**src/rtl/mux_ctrl_rr.sv**
```systemverilog
// rtl/mux_ctrl_rr.sv - per-output round-robin mux controller with packet lock and backpressure
// Define MUX_CTRL_PIPELINE_EN to register wr_en_out and mux_sel one cycle behind grant_out.
module mux_ctrl_rr #(
  parameter int PORT_NUB = 4,
  localparam int WIDTH_SEL = (PORT_NUB > 1) ? $clog2(PORT_NUB) : 1
) (
  input  logic                          clk,
  input  logic                          rst,
  input  logic [PORT_NUB*PORT_NUB-1:0]  port_vaild,
  input  logic [PORT_NUB-1:0]           port_last,
  input  logic [PORT_NUB-1:0]           full_in,
  output logic [PORT_NUB*PORT_NUB-1:0]  grant_out,
  output logic [PORT_NUB-1:0]           wr_en_out,
  output logic [PORT_NUB*WIDTH_SEL-1:0] mux_sel,
  output logic [PORT_NUB-1:0]           busy_out
);

  typedef enum logic {IDLE = 1'b0, LOCK = 1'b1} st_t;

  st_t                  st    [PORT_NUB];
  logic [WIDTH_SEL-1:0] ptr   [PORT_NUB];
  logic [WIDTH_SEL-1:0] owner [PORT_NUB];

  // pick: the owner when locked, else the round-robin candidate; acc: its beat is taken this cycle
  logic [WIDTH_SEL-1:0] pick  [PORT_NUB];
  logic                 acc   [PORT_NUB];
  logic                 found [PORT_NUB];
  logic [PORT_NUB-1:0]           wr_c;
  logic [PORT_NUB*WIDTH_SEL-1:0] sel_c;
  int                            idx;

  function automatic logic [WIDTH_SEL-1:0] nxt(input logic [WIDTH_SEL-1:0] j);
    if (int'(j) >= PORT_NUB - 1) return '0;
    return j + WIDTH_SEL'(1);
  endfunction

  always_comb begin
    grant_out = '0;
    wr_c      = '0;
    sel_c     = '0;
    busy_out  = '0;
    idx       = 0;
    for (int i = 0; i < PORT_NUB; i++) begin
      pick[i]  = '0;
      acc[i]   = 1'b0;
      found[i] = 1'b0;
      if (st[i] == LOCK) begin
        pick[i] = owner[i];
        acc[i]  = port_vaild[int'(owner[i])*PORT_NUB + i] & ~full_in[i];
      end else begin
        // descending scan so the requester closest to ptr is the one left in pick
        for (int k = PORT_NUB - 1; k >= 0; k--) begin
          idx = int'(ptr[i]) + k;
          if (idx >= PORT_NUB) idx = idx - PORT_NUB;
          if (port_vaild[idx*PORT_NUB + i]) begin
            pick[i]  = WIDTH_SEL'(idx);
            found[i] = 1'b1;
          end
        end
        acc[i] = found[i] & ~full_in[i];
      end
      if (!rst) begin
        sel_c[i*WIDTH_SEL +: WIDTH_SEL] = pick[i];
        busy_out[i] = (st[i] == LOCK);
        if (acc[i]) begin
          wr_c[i] = 1'b1;
          grant_out[int'(pick[i])*PORT_NUB + i] = 1'b1;
        end
      end
    end
  end

  always_ff @(posedge clk) begin
    if (rst) begin
      for (int i = 0; i < PORT_NUB; i++) begin
        st[i]    <= IDLE;
        ptr[i]   <= '0;
        owner[i] <= '0;
      end
    end else begin
      for (int i = 0; i < PORT_NUB; i++) begin
        if (acc[i]) begin
          if (port_last[pick[i]]) begin
            st[i]  <= IDLE;
            ptr[i] <= nxt(pick[i]);
          end else begin
            st[i]    <= LOCK;
            owner[i] <= pick[i];
          end
        end
      end
    end
  end

`ifdef MUX_CTRL_PIPELINE_EN
  logic [PORT_NUB-1:0]           wr_q;
  logic [PORT_NUB*WIDTH_SEL-1:0] sel_q;

  always_ff @(posedge clk) begin
    if (rst) begin
      wr_q  <= '0;
      sel_q <= '0;
    end else begin
      wr_q  <= wr_c;
      sel_q <= sel_c;
    end
  end

  assign wr_en_out = wr_q;
  assign mux_sel   = sel_q;
`else
  assign wr_en_out = wr_c;
  assign mux_sel   = sel_c;
`endif

endmodule

```
**config.mk**
```make
export PLATFORM = sky130hd
export DESIGN_NAME = mux_ctrl_rr
export DESIGN_NICKNAME = d
export VERILOG_FILES = /design/src/rtl/mux_ctrl_rr.sv
export SDC_FILE = /design/constraint.sdc
export NUM_CORES = 1
export LEC_CHECK = 0
export CORE_MARGIN = 4
export CORE_UTILIZATION = 45
export CTS_CLUSTER_DIAMETER = 60
export DETAILED_ROUTE_END_ITERATION = 12
export GPL_ROUTABILITY_DRIVEN = 0
export GPL_TIMING_DRIVEN = 0
export PLACE_DENSITY = 0.74
export SLEW_MARGIN = 30
export SYNTH_ARGS = -nofsm -noshare
export SYNTH_HDL_FRONTEND = slang
export SYNTH_SLANG_ARGS = --single-unit
```
**constraint.sdc**
```tcl
create_clock -name clk -period 6.3 [get_ports clk]
set_clock_uncertainty 0.15 [all_clocks]
set_input_delay 0.945 -clock clk [delete_from_list [all_inputs] [get_ports clk]]
set_output_delay 0.945 -clock clk [all_outputs]
set_load 0.005 [all_outputs]
```
Yosys cells after proc, flatten, opt, wreduce, memory -nomap -nowiden
Memories as Yosys holds them, arrays and structs flattened.
Index checks and enable logic that the tools add are counted.
{"block": "totals", "reg_bits": 0, "ramBits": 20, "input_bits": 26, "elab_cells": 401, "mem_count": 3}
{"block": "classes", "n_addsub": 50, "n_lt_le_gt_ge": 52, "muxes": 261, "bitwise_logic": 31, "n_reduce_logical": 4}
{"name": "owner", "depth": 4, "width": 2, "rd": 4, "rd_clocked_by_memory_dff": 0, "write_ports": 4, "line": "22", "source": "logic [WIDTH_SEL-1:0] owner [PORT_NUB];"}
{"name": "ptr", "depth": 4, "width": 2, "rd": 4, "rd_clocked_by_memory_dff": 0, "write_ports": 4, "line": "21", "source": "logic [WIDTH_SEL-1:0] ptr [PORT_NUB];"}
{"name": "st", "depth": 4, "width": 1, "rd": 4, "rd_clocked_by_memory_dff": 0, "write_ports": 4, "line": "20", "source": "st_t st [PORT_NUB];"}
{"operator": "$mux 30", "count": 32}
{"operator": "$lt 32x6->1 const B", "count": 16}
{"operator": "$add 32x3->32 const B", "count": 8}
{"operator": "$mux 1", "count": 141}
{"operator": "$add 32x2->32 const B", "count": 4}
{"operator": "$mux 2", "count": 52}
{"operator": "$mux 16", "count": 6}
{"operator": "$bmux 1 s4", "count": 15}
{"operator": "$or 16x16->16", "count": 3}
{"operator": "$sub 3x3->4 const B", "count": 12}
{"operator": "$ge 3x3->1 const B", "count": 12}
{"operator": "$lt 5x5->1 const B", "count": 6}
{"operator": "$mux 13", "count": 2}
{"operator": "$add 2x2->3 const B", "count": 8}
{"operator": "$add 4x2->5 const B", "count": 4}
{"operator": "$bmux 1 s2", "count": 9}
{"operator": "$or 1x1->1", "count": 16}
{"operator": "$sub 2x3->4 const B", "count": 4}
{"operator": "$ge 5x1->1 const B", "count": 3}
{"operator": "$add 2x1->3 const B", "count": 4}
{"operator": "$demux 1 s4", "count": 3}
{"operator": "$ge 2x3->1 const B", "count": 4}
{"operator": "$lt 2x3->1 const B", "count": 4}
{"operator": "$add 4x1->5 const B", "count": 2}
{"operator": "other kinds (8)", "count": 28}

Longest topological paths before layout
Gate-level depths: netlist (run 1).
An unclocked memory read counts as a cell.
{"block": "depth", "ltp_word": 28, "ltp_mapped": 8, "ltp_nobuf": 8}

Least setup slack after synthesis (run 1)
Ideal clock, no wire load.
{"block": "synth_path", "path_kind": "in2out", "from": "in port_vaild[1]", "to": "out grant_out[13]", "t_arrival_ns": 2.149, "path_slack_ns": 3.056, "stages": 7, "path_buffers": 0, "path_cell_list": "a31oi_1 o21ai_1 o2111a_1 nor2_1 inv_1 ha_1 and2_1"}
{"element": "start: declaration", "line": "9", "source": "input logic [PORT_NUB*PORT_NUB-1:0] port_vaild,"}
{"element": "end: declaration", "line": "12", "source": "output logic [PORT_NUB*PORT_NUB-1:0] grant_out,"}

==> metrics, run 1 <==
sequential-to-total area share from yosys stat 25.0%; most frequent cells in the layout 57 x clkdlybuf4s50_1, 30 x nor2_1, 26 x inv_1; number of vias per cell 5.47; Hold WS 0.547 ns; PostCTS Resize Cnt 0; vias in the first global route 2017; warnings from Yosys 0; post-cts hold buffer count 0; Hold Crit Class reg2reg; DRT Wirelength 5.44 mm; die area 6280 µm²; Post-synth ARST share 0%; initial antenna violation count 0; DP Area 2940 µm²; post-synthesis mux area share 7.46%; MaxCap Viol Count 0; CORE AREA 4820 µm²; NumNets Final 358; clk_lat worst skew 0.26 ns; Die Y 79.2 µm; row cnt 25; DR pass1 iterations 5; Area Overhead vs Synth 31.1%; commonest non-fill, non-tap cell in the layout clkdlybuf4s50_1; Vias 2091; final number of setup-violating endpoints 0; CP Launch Type input port; GRT overflow 0; most used flip-flop cell after synthesis edfxtp_1; DRC 0; I/O pins 58; Post-Syn Area 2280 µm²; H-tree levels 1; Synth area leaders edfxtp_1 22%, ha_1 8.8%, nor2_1 4.9%; relative slew slack 62.9%; xor/xnor cell area share of the yosys netlist 0%; Peak Freq 222 MHz; first-pass GRT wire length 9.32 mm; Post-Route Utilization 62.1%; Tcrit/Tclk final 71.7%; RSZ-0062 raised after global routing false; Final HPWL DP 4.36 mm; Final Total Pwr 0.000648 W; maximum clock path buffer count 2; Synth Area in Simple Gates 29.3%; root buffer cell clkbuf_8; CP arrival 3.42 ns; Worst VDD drop 0.164 mV; Worst EP required 5.20 ns; type of the worst setup path in2out; setup TNS 0 ns; distinct cell type count after synthesis 62; die width 79.2 µm; share of cells above drive strength 1 11.4%; TritonCTS clock tree done; number of port buffers 57; CTS clk-pin slew, worst paths 0.08 ns; complex-gate fraction of the synthesized area 22.9%; ANT nets after route 0; largest family of logic cells by synthesized area simple AND/OR/NAND/NOR gates; number of inserted diodes 0; DRT iter0 DRCs 119; largest net degree at the start of global routing 12; status finished, final reports clean; number of post-CTS setup repair buffers 0; Post-Synth Adder-Cell Area 8.77%; average routed wire per standard cell 14.2 µm; Final Max Slew Viols 0; Yosys top cell area share 22.4%; post-route minimum period 4.51 ns; syn nets 296; total track usage 18.2%; cell taking the most area after synthesis edfxtp_1; CP Max Fanout 9; Post-Syn Instances 254; initial core utilization 47.4%; Post-synth EDFFs 17; Avg Cell Area, Syn 8.98 µm²; pwr dens 217 nW/µm²; leakage power 1.21 nW; Fin. Hold Viols 0; Post-Layout Inst Area 2990 µm²; post-synthesis register bit count 20; CP Capture Type output port; total CTS buffers 3; Worst-Margin Slew 0.552 ns; CTS Sinks 20
[kinds of logic (layout without fill, tap and decap cells)]
family	after synthesis	after routing
simple gates	112	112
buf+inv	35	96
fa+ha+maj	16	16
mux	12	12
flops	20	20
compound gates	59	59
[stage by stage]
stage / instances / setup WS, ns
after floorplan: 254 / 3.06
after global placement: 378 / 1.83
after detailed placement: 378 / 1.80
after CTS: 382 / 1.79
after global routing: 382 / 1.61
final: 382 / 1.79
[worst max-delay path, stage by stage]
cell,delay [ns]
clkdlybuf4s50_1,0.65
nor2b_4,0.22
a311oi_2,0.07
nor3_1,0.47
inv_1,0.20
ha_1,0.24
and3_1,0.18
clkdlybuf4s50_1,0.45
[routing by layer]
metal / vias to the layer above / track usage, % / part of all wire [%]
met5: - / 0 / 0
met4: 0 / 4.81 / 1.1
met2: 55 / 30.9 / 48
li1: 1051 / - / -
met1: 978 / 23.9 / 47
met3: 7 / 3.06 / 4.1
[report_power, final]
group	switching, W	total, W	internal [W]	leakage (nW)
clock network	0.0000434	0.0000991	0.0000557	0.0288
registers	0.0000250	0.000197	0.000172	0.206
logic	0.000184	0.000352	0.000168	0.980
[cell type report]
| class | instances | area (µm²) |
|---|---|---|
| fill | 444 | 1830 |
| multi-input combinational | 199 | 1560 |
| sequential | 20 | 571 |
| timing repair buffer | 57 | 571 |
| inverter | 30 | 113 |
| tap | 67 | 83.8 |
| clock buffer | 4 | 55.1 |
| buffer | 5 | 37.5 |
[cells in the mapped netlist, types with 2 or more instances]
cell,n
a31oi_1,2
dfxtp_1,3
ha_1,16
and3_1,7
o41ai_4,2
nand2_1,13
a21oi_1,8
a221o_1,3
buf_6,2
nor4b_1,2
mux4_2,4
a21o_1,4
mux2i_1,8
and4b_1,2
nor4_1,2
inv_1,26
o31ai_1,2
nor4_2,3
and2_1,17
inv_2,4
nand3_1,3
nor2b_1,4
nor2_1,30
o21a_1,4
nor3_1,3
o21ai_1,8
edfxtp_1,17
nand2b_1,11
nor2_2,2
o2111a_1,2
o21ai_0,6
nand4_1,2
o2bb2ai_1,2
a211oi_1,2
[registers in the layout, indices dropped and copies added (netlist names)]
name and flops:
st 4, owner 8, ptr 8
[path summary, 6_finish.rpt]
| path | slack (ns) | from | cells past startpoint | endpoint |
|---|---|---|---|---|
| setup / recovery | 1.79 | port_vaild[11] | 8 | grant_out[3] |
| hold / removal | 0.55 | st[2] | 3 | st[2] |
| setup reg to reg | 3.86 | ptr[1][0] | 8 | ptr[1][1] |
| hold reg to reg | 0.55 | st[2] | 3 | st[2] |
(Power assumes the default switching activity.)
==> inputs of run 2 (changes only) <==
Clock period 6.3 ns to 4.6 ns, I/O delays scaled along.
==> results of run 2 <==
Same layout as run 1 (identical final DEF). Status: finished, final reports clean.
Among the figures that moved: setup slack after placement 1.80 ns -> 0.614 ns; setup slack after layout 1.79 ns -> 0.596 ns; register-to-register setup slack 3.86 ns -> 2.16 ns; total power 0.000648 W -> 0.000888 W; worst IR drop on VDD 0.164 mV -> 0.225 mV
